==> src/rtl/axi_xbar_if.sv <==
// axi_xbar_if: upstream AXI-lite, io_master AXI4 and CLINT read channels of the crossbar.
interface axi_xbar_if;
  logic [31:0] up_araddr_i;
  logic        up_arvalid_i;
  logic        up_arready_o;
  logic [31:0] up_rdata_o;
  logic [1:0]  up_rresp_o;
  logic        up_rvalid_o;
  logic        up_rready_i;
  logic [31:0] up_awaddr_i;
  logic        up_awvalid_i;
  logic        up_awready_o;
  logic [31:0] up_wdata_i;
  logic [3:0]  up_wstrb_i;
  logic        up_wvalid_i;
  logic        up_wready_o;
  logic [1:0]  up_bresp_o;
  logic        up_bvalid_o;
  logic        up_bready_i;
  logic        io_master_arvalid;
  logic [31:0] io_master_araddr;
  logic [3:0]  io_master_arid;
  logic [7:0]  io_master_arlen;
  logic [2:0]  io_master_arsize;
  logic [1:0]  io_master_arburst;
  logic        io_master_arready;
  logic        io_master_rvalid;
  logic [31:0] io_master_rdata;
  logic [1:0]  io_master_rresp;
  logic        io_master_rlast;
  logic [3:0]  io_master_rid;
  logic        io_master_rready;
  logic        io_master_awvalid;
  logic [31:0] io_master_awaddr;
  logic [3:0]  io_master_awid;
  logic [7:0]  io_master_awlen;
  logic [2:0]  io_master_awsize;
  logic [1:0]  io_master_awburst;
  logic        io_master_awready;
  logic        io_master_wvalid;
  logic [31:0] io_master_wdata;
  logic [3:0]  io_master_wstrb;
  logic        io_master_wlast;
  logic        io_master_wready;
  logic        io_master_bvalid;
  logic [1:0]  io_master_bresp;
  logic [3:0]  io_master_bid;
  logic        io_master_bready;
  logic [31:0] clint_araddr_o;
  logic        clint_arvalid_o;
  logic        clint_arready_i;
  logic [31:0] clint_rdata_i;
  logic [1:0]  clint_rresp_i;
  logic        clint_rvalid_i;
  logic        clint_rready_o;
  modport master (
    input  up_araddr_i, up_arvalid_i, up_rready_i, up_awaddr_i, up_awvalid_i,
           up_wdata_i, up_wstrb_i, up_wvalid_i, up_bready_i,
           io_master_arready, io_master_rvalid, io_master_rdata, io_master_rresp,
           io_master_rlast, io_master_rid, io_master_awready, io_master_wready,
           io_master_bvalid, io_master_bresp, io_master_bid,
           clint_arready_i, clint_rdata_i, clint_rresp_i, clint_rvalid_i,
    output up_arready_o, up_rdata_o, up_rresp_o, up_rvalid_o, up_awready_o,
           up_wready_o, up_bresp_o, up_bvalid_o,
           io_master_arvalid, io_master_araddr, io_master_arid, io_master_arlen,
           io_master_arsize, io_master_arburst, io_master_rready,
           io_master_awvalid, io_master_awaddr, io_master_awid, io_master_awlen,
           io_master_awsize, io_master_awburst, io_master_wvalid, io_master_wdata,
           io_master_wstrb, io_master_wlast, io_master_bready,
           clint_araddr_o, clint_arvalid_o, clint_rready_o
  );
  modport slave (
    output up_araddr_i, up_arvalid_i, up_rready_i, up_awaddr_i, up_awvalid_i,
           up_wdata_i, up_wstrb_i, up_wvalid_i, up_bready_i,
           io_master_arready, io_master_rvalid, io_master_rdata, io_master_rresp,
           io_master_rlast, io_master_rid, io_master_awready, io_master_wready,
           io_master_bvalid, io_master_bresp, io_master_bid,
           clint_arready_i, clint_rdata_i, clint_rresp_i, clint_rvalid_i,
    input  up_arready_o, up_rdata_o, up_rresp_o, up_rvalid_o, up_awready_o,
           up_wready_o, up_bresp_o, up_bvalid_o,
           io_master_arvalid, io_master_araddr, io_master_arid, io_master_arlen,
           io_master_arsize, io_master_arburst, io_master_rready,
           io_master_awvalid, io_master_awaddr, io_master_awid, io_master_awlen,
           io_master_awsize, io_master_awburst, io_master_wvalid, io_master_wdata,
           io_master_wstrb, io_master_wlast, io_master_bready,
           clint_araddr_o, clint_arvalid_o, clint_rready_o
  );
endinterface

==> src/rtl/axi_xbar.sv <==
// axi_xbar: routes one AXI-lite transaction at a time to io_master (single-beat AXI4) or the read-only CLINT.
module axi_xbar #(
  parameter logic [31:0] CLINT_BASE = 32'h0200_0000,
  parameter logic [31:0] CLINT_SIZE = 32'h0001_0000
) (
  input logic        clk_i,
  input logic        rst_i,
  axi_xbar_if.master bus
);
  typedef enum logic [2:0] {IDLE, R_REQ, R_WAIT, R_RESP, W_REQ, W_WAIT, W_RESP} state_t;
  state_t      state_q, state_d;
  logic [31:0] addr_q, addr_d, wdata_q, wdata_d, rdata_q, rdata_d;
  logic [3:0]  wstrb_q, wstrb_d;
  logic [1:0]  rresp_q, rresp_d, bresp_q, bresp_d;
  logic        clint_q, clint_d, aw_done_q, aw_done_d, w_done_q, w_done_d;
  logic        run, idle;
  // 33-bit upper bound so a window touching the top of the address space cannot wrap
  function automatic logic in_clint(input logic [31:0] a);
    return a >= CLINT_BASE && {1'b0, a} < {1'b0, CLINT_BASE} + {1'b0, CLINT_SIZE};
  endfunction
  assign run  = !rst_i;
  assign idle = run && state_q == IDLE;
  assign bus.up_arready_o      = idle;
  assign bus.up_awready_o      = idle && !bus.up_arvalid_i;
  assign bus.up_wready_o       = idle && !bus.up_arvalid_i;
  assign bus.up_rvalid_o       = run && state_q == R_RESP;
  assign bus.up_bvalid_o       = run && state_q == W_RESP;
  assign bus.up_rdata_o        = rdata_q;
  assign bus.up_rresp_o        = rresp_q;
  assign bus.up_bresp_o        = bresp_q;
  assign bus.io_master_arvalid = run && state_q == R_REQ && !clint_q;
  assign bus.clint_arvalid_o   = run && state_q == R_REQ && clint_q;
  assign bus.io_master_rready  = run && state_q == R_WAIT && !clint_q;
  assign bus.clint_rready_o    = run && state_q == R_WAIT && clint_q;
  assign bus.io_master_awvalid = run && state_q == W_REQ && !aw_done_q;
  assign bus.io_master_wvalid  = run && state_q == W_REQ && !w_done_q;
  assign bus.io_master_bready  = run && state_q == W_WAIT;
  assign bus.io_master_araddr  = addr_q;
  assign bus.io_master_awaddr  = addr_q;
  assign bus.clint_araddr_o    = addr_q;
  assign bus.io_master_wdata   = wdata_q;
  assign bus.io_master_wstrb   = wstrb_q;
  assign bus.io_master_wlast   = 1'b1;
  assign bus.io_master_arid    = 4'h0;
  assign bus.io_master_awid    = 4'h0;
  assign bus.io_master_arlen   = 8'h0;
  assign bus.io_master_awlen   = 8'h0;
  assign bus.io_master_arsize  = 3'b010;
  assign bus.io_master_awsize  = 3'b010;
  assign bus.io_master_arburst = 2'b01;
  assign bus.io_master_awburst = 2'b01;
  always_comb begin
    state_d   = state_q;
    addr_d    = addr_q;
    wdata_d   = wdata_q;
    wstrb_d   = wstrb_q;
    rdata_d   = rdata_q;
    rresp_d   = rresp_q;
    bresp_d   = bresp_q;
    clint_d   = clint_q;
    aw_done_d = aw_done_q;
    w_done_d  = w_done_q;
    unique case (state_q)
      IDLE: begin
        if (bus.up_arvalid_i) begin
          addr_d  = bus.up_araddr_i;
          clint_d = in_clint(bus.up_araddr_i);
          state_d = R_REQ;
        end else if (bus.up_awvalid_i && bus.up_wvalid_i) begin
          addr_d    = bus.up_awaddr_i;
          wdata_d   = bus.up_wdata_i;
          wstrb_d   = bus.up_wstrb_i;
          aw_done_d = 1'b0;
          w_done_d  = 1'b0;
          bresp_d   = in_clint(bus.up_awaddr_i) ? 2'b11 : bresp_q;
          state_d   = in_clint(bus.up_awaddr_i) ? W_RESP : W_REQ;
        end
      end
      R_REQ: state_d = (clint_q ? bus.clint_arready_i : bus.io_master_arready) ? R_WAIT : R_REQ;
      R_WAIT: begin
        if (clint_q && bus.clint_rvalid_i) begin
          rdata_d = bus.clint_rdata_i;
          rresp_d = bus.clint_rresp_i;
          state_d = R_RESP;
        end else if (!clint_q && bus.io_master_rvalid) begin
          rdata_d = bus.io_master_rdata;
          rresp_d = (bus.io_master_rid != 4'h0 || !bus.io_master_rlast) ? 2'b10 : bus.io_master_rresp;
          state_d = R_RESP;
        end
      end
      R_RESP: state_d = bus.up_rready_i ? IDLE : R_RESP;
      W_REQ: begin
        aw_done_d = aw_done_q || bus.io_master_awready;
        w_done_d  = w_done_q || bus.io_master_wready;
        state_d   = (aw_done_d && w_done_d) ? W_WAIT : W_REQ;
      end
      W_WAIT: begin
        bresp_d = bus.io_master_bvalid ? (bus.io_master_bid != 4'h0 ? 2'b10 : bus.io_master_bresp) : bresp_q;
        state_d = bus.io_master_bvalid ? W_RESP : W_WAIT;
      end
      W_RESP: state_d = bus.up_bready_i ? IDLE : W_RESP;
      default: state_d = IDLE;
    endcase
  end
  always_ff @(posedge clk_i) begin
    if (rst_i) begin
      state_q   <= IDLE;
      addr_q    <= '0;
      wdata_q   <= '0;
      wstrb_q   <= '0;
      rdata_q   <= '0;
      rresp_q   <= '0;
      bresp_q   <= '0;
      clint_q   <= 1'b0;
      aw_done_q <= 1'b0;
      w_done_q  <= 1'b0;
    end else begin
      state_q   <= state_d;
      addr_q    <= addr_d;
      wdata_q   <= wdata_d;
      wstrb_q   <= wstrb_d;
      rdata_q   <= rdata_d;
      rresp_q   <= rresp_d;
      bresp_q   <= bresp_d;
      clint_q   <= clint_d;
      aw_done_q <= aw_done_d;
      w_done_q  <= w_done_d;
    end
  end
endmodule

==> src/flat_wrapper.sv <==
// flat-port wrapper written by rule: the top's interface ports become plain ports
module axi_xbar_flat 
#(
  parameter logic [31:0] CLINT_BASE = 32'h0200_0000,
  parameter logic [31:0] CLINT_SIZE = 32'h0001_0000
)
  (clk_i, rst_i, bus_up_araddr_i, bus_up_arvalid_i, bus_up_rready_i, bus_up_awaddr_i, bus_up_awvalid_i, bus_up_wdata_i, bus_up_wstrb_i, bus_up_wvalid_i, bus_up_bready_i, bus_io_master_arready, bus_io_master_rvalid, bus_io_master_rdata, bus_io_master_rresp, bus_io_master_rlast, bus_io_master_rid, bus_io_master_awready, bus_io_master_wready, bus_io_master_bvalid, bus_io_master_bresp, bus_io_master_bid, bus_clint_arready_i, bus_clint_rdata_i, bus_clint_rresp_i, bus_clint_rvalid_i, bus_up_arready_o, bus_up_rdata_o, bus_up_rresp_o, bus_up_rvalid_o, bus_up_awready_o, bus_up_wready_o, bus_up_bresp_o, bus_up_bvalid_o, bus_io_master_arvalid, bus_io_master_araddr, bus_io_master_arid, bus_io_master_arlen, bus_io_master_arsize, bus_io_master_arburst, bus_io_master_rready, bus_io_master_awvalid, bus_io_master_awaddr, bus_io_master_awid, bus_io_master_awlen, bus_io_master_awsize, bus_io_master_awburst, bus_io_master_wvalid, bus_io_master_wdata, bus_io_master_wstrb, bus_io_master_wlast, bus_io_master_bready, bus_clint_araddr_o, bus_clint_arvalid_o, bus_clint_rready_o);
  axi_xbar_if bus_i ();
  input logic clk_i;
  input logic rst_i;
  input wire logic [$bits(bus_i.up_araddr_i)-1:0] bus_up_araddr_i;
  input wire logic [$bits(bus_i.up_arvalid_i)-1:0] bus_up_arvalid_i;
  input wire logic [$bits(bus_i.up_rready_i)-1:0] bus_up_rready_i;
  input wire logic [$bits(bus_i.up_awaddr_i)-1:0] bus_up_awaddr_i;
  input wire logic [$bits(bus_i.up_awvalid_i)-1:0] bus_up_awvalid_i;
  input wire logic [$bits(bus_i.up_wdata_i)-1:0] bus_up_wdata_i;
  input wire logic [$bits(bus_i.up_wstrb_i)-1:0] bus_up_wstrb_i;
  input wire logic [$bits(bus_i.up_wvalid_i)-1:0] bus_up_wvalid_i;
  input wire logic [$bits(bus_i.up_bready_i)-1:0] bus_up_bready_i;
  input wire logic [$bits(bus_i.io_master_arready)-1:0] bus_io_master_arready;
  input wire logic [$bits(bus_i.io_master_rvalid)-1:0] bus_io_master_rvalid;
  input wire logic [$bits(bus_i.io_master_rdata)-1:0] bus_io_master_rdata;
  input wire logic [$bits(bus_i.io_master_rresp)-1:0] bus_io_master_rresp;
  input wire logic [$bits(bus_i.io_master_rlast)-1:0] bus_io_master_rlast;
  input wire logic [$bits(bus_i.io_master_rid)-1:0] bus_io_master_rid;
  input wire logic [$bits(bus_i.io_master_awready)-1:0] bus_io_master_awready;
  input wire logic [$bits(bus_i.io_master_wready)-1:0] bus_io_master_wready;
  input wire logic [$bits(bus_i.io_master_bvalid)-1:0] bus_io_master_bvalid;
  input wire logic [$bits(bus_i.io_master_bresp)-1:0] bus_io_master_bresp;
  input wire logic [$bits(bus_i.io_master_bid)-1:0] bus_io_master_bid;
  input wire logic [$bits(bus_i.clint_arready_i)-1:0] bus_clint_arready_i;
  input wire logic [$bits(bus_i.clint_rdata_i)-1:0] bus_clint_rdata_i;
  input wire logic [$bits(bus_i.clint_rresp_i)-1:0] bus_clint_rresp_i;
  input wire logic [$bits(bus_i.clint_rvalid_i)-1:0] bus_clint_rvalid_i;
  output wire logic [$bits(bus_i.up_arready_o)-1:0] bus_up_arready_o;
  output wire logic [$bits(bus_i.up_rdata_o)-1:0] bus_up_rdata_o;
  output wire logic [$bits(bus_i.up_rresp_o)-1:0] bus_up_rresp_o;
  output wire logic [$bits(bus_i.up_rvalid_o)-1:0] bus_up_rvalid_o;
  output wire logic [$bits(bus_i.up_awready_o)-1:0] bus_up_awready_o;
  output wire logic [$bits(bus_i.up_wready_o)-1:0] bus_up_wready_o;
  output wire logic [$bits(bus_i.up_bresp_o)-1:0] bus_up_bresp_o;
  output wire logic [$bits(bus_i.up_bvalid_o)-1:0] bus_up_bvalid_o;
  output wire logic [$bits(bus_i.io_master_arvalid)-1:0] bus_io_master_arvalid;
  output wire logic [$bits(bus_i.io_master_araddr)-1:0] bus_io_master_araddr;
  output wire logic [$bits(bus_i.io_master_arid)-1:0] bus_io_master_arid;
  output wire logic [$bits(bus_i.io_master_arlen)-1:0] bus_io_master_arlen;
  output wire logic [$bits(bus_i.io_master_arsize)-1:0] bus_io_master_arsize;
  output wire logic [$bits(bus_i.io_master_arburst)-1:0] bus_io_master_arburst;
  output wire logic [$bits(bus_i.io_master_rready)-1:0] bus_io_master_rready;
  output wire logic [$bits(bus_i.io_master_awvalid)-1:0] bus_io_master_awvalid;
  output wire logic [$bits(bus_i.io_master_awaddr)-1:0] bus_io_master_awaddr;
  output wire logic [$bits(bus_i.io_master_awid)-1:0] bus_io_master_awid;
  output wire logic [$bits(bus_i.io_master_awlen)-1:0] bus_io_master_awlen;
  output wire logic [$bits(bus_i.io_master_awsize)-1:0] bus_io_master_awsize;
  output wire logic [$bits(bus_i.io_master_awburst)-1:0] bus_io_master_awburst;
  output wire logic [$bits(bus_i.io_master_wvalid)-1:0] bus_io_master_wvalid;
  output wire logic [$bits(bus_i.io_master_wdata)-1:0] bus_io_master_wdata;
  output wire logic [$bits(bus_i.io_master_wstrb)-1:0] bus_io_master_wstrb;
  output wire logic [$bits(bus_i.io_master_wlast)-1:0] bus_io_master_wlast;
  output wire logic [$bits(bus_i.io_master_bready)-1:0] bus_io_master_bready;
  output wire logic [$bits(bus_i.clint_araddr_o)-1:0] bus_clint_araddr_o;
  output wire logic [$bits(bus_i.clint_arvalid_o)-1:0] bus_clint_arvalid_o;
  output wire logic [$bits(bus_i.clint_rready_o)-1:0] bus_clint_rready_o;
  assign bus_i.up_araddr_i = bus_up_araddr_i;
  assign bus_i.up_arvalid_i = bus_up_arvalid_i;
  assign bus_i.up_rready_i = bus_up_rready_i;
  assign bus_i.up_awaddr_i = bus_up_awaddr_i;
  assign bus_i.up_awvalid_i = bus_up_awvalid_i;
  assign bus_i.up_wdata_i = bus_up_wdata_i;
  assign bus_i.up_wstrb_i = bus_up_wstrb_i;
  assign bus_i.up_wvalid_i = bus_up_wvalid_i;
  assign bus_i.up_bready_i = bus_up_bready_i;
  assign bus_i.io_master_arready = bus_io_master_arready;
  assign bus_i.io_master_rvalid = bus_io_master_rvalid;
  assign bus_i.io_master_rdata = bus_io_master_rdata;
  assign bus_i.io_master_rresp = bus_io_master_rresp;
  assign bus_i.io_master_rlast = bus_io_master_rlast;
  assign bus_i.io_master_rid = bus_io_master_rid;
  assign bus_i.io_master_awready = bus_io_master_awready;
  assign bus_i.io_master_wready = bus_io_master_wready;
  assign bus_i.io_master_bvalid = bus_io_master_bvalid;
  assign bus_i.io_master_bresp = bus_io_master_bresp;
  assign bus_i.io_master_bid = bus_io_master_bid;
  assign bus_i.clint_arready_i = bus_clint_arready_i;
  assign bus_i.clint_rdata_i = bus_clint_rdata_i;
  assign bus_i.clint_rresp_i = bus_clint_rresp_i;
  assign bus_i.clint_rvalid_i = bus_clint_rvalid_i;
  assign bus_up_arready_o = bus_i.up_arready_o;
  assign bus_up_rdata_o = bus_i.up_rdata_o;
  assign bus_up_rresp_o = bus_i.up_rresp_o;
  assign bus_up_rvalid_o = bus_i.up_rvalid_o;
  assign bus_up_awready_o = bus_i.up_awready_o;
  assign bus_up_wready_o = bus_i.up_wready_o;
  assign bus_up_bresp_o = bus_i.up_bresp_o;
  assign bus_up_bvalid_o = bus_i.up_bvalid_o;
  assign bus_io_master_arvalid = bus_i.io_master_arvalid;
  assign bus_io_master_araddr = bus_i.io_master_araddr;
  assign bus_io_master_arid = bus_i.io_master_arid;
  assign bus_io_master_arlen = bus_i.io_master_arlen;
  assign bus_io_master_arsize = bus_i.io_master_arsize;
  assign bus_io_master_arburst = bus_i.io_master_arburst;
  assign bus_io_master_rready = bus_i.io_master_rready;
  assign bus_io_master_awvalid = bus_i.io_master_awvalid;
  assign bus_io_master_awaddr = bus_i.io_master_awaddr;
  assign bus_io_master_awid = bus_i.io_master_awid;
  assign bus_io_master_awlen = bus_i.io_master_awlen;
  assign bus_io_master_awsize = bus_i.io_master_awsize;
  assign bus_io_master_awburst = bus_i.io_master_awburst;
  assign bus_io_master_wvalid = bus_i.io_master_wvalid;
  assign bus_io_master_wdata = bus_i.io_master_wdata;
  assign bus_io_master_wstrb = bus_i.io_master_wstrb;
  assign bus_io_master_wlast = bus_i.io_master_wlast;
  assign bus_io_master_bready = bus_i.io_master_bready;
  assign bus_clint_araddr_o = bus_i.clint_araddr_o;
  assign bus_clint_arvalid_o = bus_i.clint_arvalid_o;
  assign bus_clint_rready_o = bus_i.clint_rready_o;
  axi_xbar #(.CLINT_BASE(CLINT_BASE), .CLINT_SIZE(CLINT_SIZE)) u_core (.clk_i(clk_i), .rst_i(rst_i), .bus(bus_i));
endmodule
==> config.mk <==
export PLATFORM = sky130hd
export DESIGN_NAME = axi_xbar_flat
export DESIGN_NICKNAME = d
export VERILOG_FILES = /design/src/rtl/axi_xbar_if.sv /design/src/rtl/axi_xbar.sv /design/src/flat_wrapper.sv
export SDC_FILE = /design/constraint.sdc
export NUM_CORES = 1
export LEC_CHECK = 0
export ABC_CLOCK_PERIOD_IN_PS = 2100
export CORE_AREA = 2 2 159 161
export DETAILED_ROUTE_END_ITERATION = 10
export DIE_AREA = 0 0 161 163
export GPL_TIMING_DRIVEN = 0
export PLACE_DENSITY_LB_ADDON = 0.1
export SYNTH_ARGS = -nofsm -noshare
export SYNTH_HDL_FRONTEND = slang
export SYNTH_SLANG_ARGS = --single-unit
==> constraint.sdc <==
create_clock -name clk_i -period 2.1 [get_ports clk_i]
set_clock_uncertainty 0.1 [all_clocks]
set_input_delay 0.42 -clock clk_i [delete_from_list [all_inputs] [get_ports clk_i]]
set_output_delay 0.42 -clock clk_i [all_outputs]
set_load 0.02 [all_outputs]
-- Word-level counts from Yosys, hierarchy flattened
Index checks and enable logic that the tools add are counted.
- $lt $le $gt $ge: 4
- equal/unequal tests: 12
- muxes and demuxes: 29
- bitwise operators: 1
- reductions and logical operators: 43
- operator list (cell ; count):
    $mux 32 ; 4
    $ge 32x26->1 const B ; 2
    $lt 32x26->1 const B ; 2
    $mux 2 ; 12
    $pmux 3 s7 ; 1
    $logic_and 1x1->1 ; 20
    $mux 3 ; 5
    $eq 3x3->1 const B ; 3
    $ne 2x2->1 const B ; 4
    $reduce_and 2->1 ; 4
    $reduce_bool 2->1 ; 4
    $reduce_bool 4->1 ; 2
    $eq 3x2->1 const B ; 2
    $logic_not 1->1 ; 6
    $ne 3x3->1 const B ; 2
    $reduce_and 3->1 ; 2
    $reduce_and 5->1 ; 1
    $mux 1 ; 4
    $pmux 1 s2 ; 2
    $pmux 2 s2 ; 1
    $eq 3x1->1 const B ; 1
    $logic_not 3->1 ; 1
    $logic_or 1x1->1 ; 3
    $not 1->1 ; 1
- register bits after elaboration: 110
- input bits: 193
- output and inout bits: 215
- word-level logic and storage cells: 99

-- Longest topological paths before layout
- depth in word-level cells: 6
- gate-level depth with buffers: 7
- gate-level depth less buffers: 5

-- Worst setup path before layout
OpenSTA, ideal clock, no wires.
- path kind: input-to-output
- start point: input rst_i
- end point: output bus_up_wready_o
- data arrival time: 1.536 ns
- required time: 1.580 ns
- slack: 0.044 ns
- stages on the path: 5
- buffers on the path: 4
- path through: clkbuf_1 -> clkbuf_1 -> clkbuf_1 -> nor2_1 -> buf_4
- cells in the longest elaborated chain, start to end: 3
- RTL lines (what ; line ; source):
    start: declaration ; flat_wrapper.sv:10 ; input logic rst_i;
    $logic_not 1->1 ; axi_xbar.sv:21 ; assign run = !rst_i;
    $logic_and 1x1->1 ; axi_xbar.sv:22 ; assign idle = run && state_q == IDLE;
    $logic_and 1x1->1 ; -- ;
    end: declaration ; flat_wrapper.sv:40 ; output wire logic [$bits(bus_i.up_wready_o)-1:0] bus_up_wready_o;
Every way passes these cells.

-- Worst setup path in the final report
- start point: register u_core.addr_q[3], in the netlist u_core.bus.clint_araddr_o[3]
- end point: output bus_io_master_araddr[3]
- RTL lines (what ; line ; source):
    start: declaration ; axi_xbar.sv:12 ; logic [31:0] addr_q, addr_d, wdata_q, wdata_d, rdata_q, rdata_d;
    start signal: assignment ; axi_xbar.sv:119 ; addr_q <= addr_d;
    end: declaration ; flat_wrapper.sv:44 ; output wire logic [$bits(bus_i.io_master_araddr)-1:0] bus_io_master_araddr;
No word-level cell between the ends.

==> metrics.txt <==
top_reg_cell synth dfxtp_1; first-pass GRT wire length 35300 um; crit path cell chain buf_4 > clkdlybuf4s50_1; worst endpoint data arrival time between 1.5 and 2 ns; Worst-Skew Late Latency approximately 0.35 ns; Storage cell area ~2200 um2; Die X between 150 and 200 um; worst min path class in -> reg; async set-or-reset flop fraction in the synthesized netlist 0%; CP Capture Type output pin; wire length per cell 16.3 um; Net Sw Frac between 30% and 40%; Fin. Hold Viols 0; Largest stage delay, worst path a little over 0.6 ns; num rows 58; Syn-to-layout area delta 83.3%; setup ws final between 0.07 and 0.08 ns; port bufs 370; proportion of power drawn by flip-flops and latches 27.3%; Crit-path slowest cell clkdlybuf4s50_1; num ports 408; CTS Root Cell clkbuf_16; vias per cell 4.26; hold path startpoint bus_clint_rvalid_i; max-cap viol count 0; CTS H-Tree Depth 3; Mapped Cells 697; Final setup viols 0; post-route ant nets 0; Tmin final a little over 2 ns; top cell type by total area after synthesis dfxtp_1; Placed Instance Area a little under 10000 um2; relative slew slack about 61%; ranking of synthesized cells by area dfxtp_1, buf_4, nand2_1; antenna fix cells 0; Pint approximately 6.9 mW; routing usage on met3 6.09%; DP Worst Slack -1.12 ns; sequential share of the synthesized area approximately 40%; Worst Path Required between 1.5 and 2 ns; CP top delay family buffers and inverters; multi-input logic area roughly 2600 um2; Pleak 3.99 nW; Synth Area per Inst between 8 and 9 um2; Yosys top cell area share between 30 and 40%; WP buf/inv 2; P_sw 4.58 mW; die span in y 163 um; Clock Power Share between 10% and 20%; nets@finish ~1300; Post-synth EDFFs 0; FF+latch count, synth between 100 and 150; status complete, no violations; starting density of the core a little under a quarter; synth cell count leaders nand2_1, dfxtp_1, buf_4; Yosys cell types 39; final wirelength roughly 24000 um; Fillers 2545; Max Fclk 494 MHz; placer's final routability congestion estimate between 0.7 and 0.8; crit-path max FO 4; Core ar. around 25000 um2; Sink Count 110; Combinational Power Share 57.5%; Crit Path Class reg -> out; GR Util met2 between 30% and 40%; Least-Margin Pin Slew 0.585 ns; top-count cell post-synth nand2_1; clock transition at the registers of the reported paths ~0.08 ns; largest net degree at the start of global routing 20; initial antenna violation count 0; RSZ-0062 raised after global routing no; global route overflow 0; post-route cell area roughly 10000 um2; Slew Limit Fails 0; Die Area ~26000 um2; CP startpoint u_core.bus.clint_araddr_o[3]$_SDFFE_PP0P_; crit share post-route approximately 96%; Synth Cell Area between 5000 and 6000 um2; DRC 0; cts hold-fix bufs 0; First DRT Iteration DRCs ~280; clk buf depth 2; overall routing resource usage roughly 17%; drt first pass iters 5; Pwr Total 11.5 mW; YS warnings 0; DR vias a little over 6000; Core Util, Final around two fifths; grt peak-use layer met2; Reg-to-Reg Start u_core.state_q[1]$_SDFFE_PP0P_; clock buffer count from CTS 9; CTS tree built; vias in the first global route approximately 6000; PD cells 1120 nW/um2; share of layout cells above drive strength 1 ~17%; Worst VDD drop 0.515 mV; startpoint types register; M1 GR Usage a little under a fifth; post-DP HPWL 19300 um
metrics by stage:
step                std cells  hold WS, ns  setup TNS (ns)
floorplan                 730        0.401               0
global placement         1430        0.342          -24.40
CTS                      1448        0.326       -0.000721
finish                   1449        0.347               0
detailed placement       1430        0.346          -24.53
global route             1449        0.347               0
power by group through the flow:
stage	logic, mW	registers [mW]	clock network (mW)
2_1_floorplan	3.09	3.56	0
3_3_place_gp	6.51	3.11	0
3_5_place_dp	6.50	3.13	0
4_1_cts	6.66	3.13	1.83
5_1_grt	7.06	3.22	1.92
6_report	6.60	3.13	1.73
sequential cells by signal, indices dropped and copies added, names as in the netlist:
register,cells
u_core.aw_done_q,1
u_core.bus.clint_araddr_o,32
u_core.bus.io_master_wdata,32
u_core.bus.io_master_wstrb,4
u_core.bus.up_bresp_o,2
u_core.bus.up_rdata_o,32
u_core.bus.up_rresp_o,2
u_core.clint_q,1
u_core.state_q,3
u_core.w_done_q,1
kinds of logic after synthesis:
family | count (synthesis) | share of synthesized area (%)
buffers and inverters | 156 | 17.9
muxes | 35 | 6.29
DFF | 110 | 39.4
AOI/OAI and AO/OA | 122 | 15.1
and+or+nand+nor | 272 | 21.2
other | 2 | 0.134
per-layer routing:
metal / share of wire, % / vias to the layer above
li1: - / 3114
met1: 39 / 2769
met2: 50 / 266
met3: 9.0 / 26
met4: 2.2 / 0
met5: 0 / -
worst paths after layout:
kind | depth (start not counted) | slack (ns) | end
max | 2 | 0.07 | bus_io_master_araddr[3]
min | 3 | 0.35 | u_core.bus.up_rdata_o[8]$_SDFFE_PP0P_
max reg2reg | 6 | 0.18 | u_core.bus.up_rresp_o[0]$_SDFFE_PP0P_
min reg2reg | 2 | 0.35 | u_core.bus.io_master_wstrb[0]$_SDFFE_PP0P_
worst min-delay path: stages:
cell and delay [ns]:
buf_2 0.16, nand3_1 0.10, a311oi_1 0.08
area by class of cell:
| cell class | count | area share [%] |
|---|---|---|
| flip-flops and latches | 110 | 21.6 |
| clock buffers | 10 | 2.33 |
| multi-input cells | 464 | 25.2 |
| plain buffers | 150 | 10.0 |
| repair buffers | 375 | 36.1 |
| clock inverters | 6 | 0.538 |
| well taps | 330 | 4.03 |
| inverters | 4 | 0.147 |
timing repair:
action / CTS / global route
buffers inserted: 4 / 1
hold endpoints to repair: 0 / 0
setup endpoints to repair: 13 / 45
resized for setup: 79 / 16
pin swaps: 2 / 2
gates cloned: 0 / 0
cells in the final DEF (no fill, tap or decap), drive strengths merged, types with 2 or more instances in the layout:
cell type      instances
nand3                 36
nor2                  86
clkinv                 2
nor4b                  2
o221ai                 2
conb                  35
nand2                116
o21ai                  3
a311oi                33
buf                  137
a21oi                 45
nor2b                  2
clkdlybuf4s15          2
inv                    6
mux2i                 34
clkinvlp               2
a211oi                33
nor4                  12
clkdlybuf4s50        358
dfxtp                110
nand4                  2
nand2b                 5
clkbuf                38
nor3                   7
(Power assumes the default switching activity.)
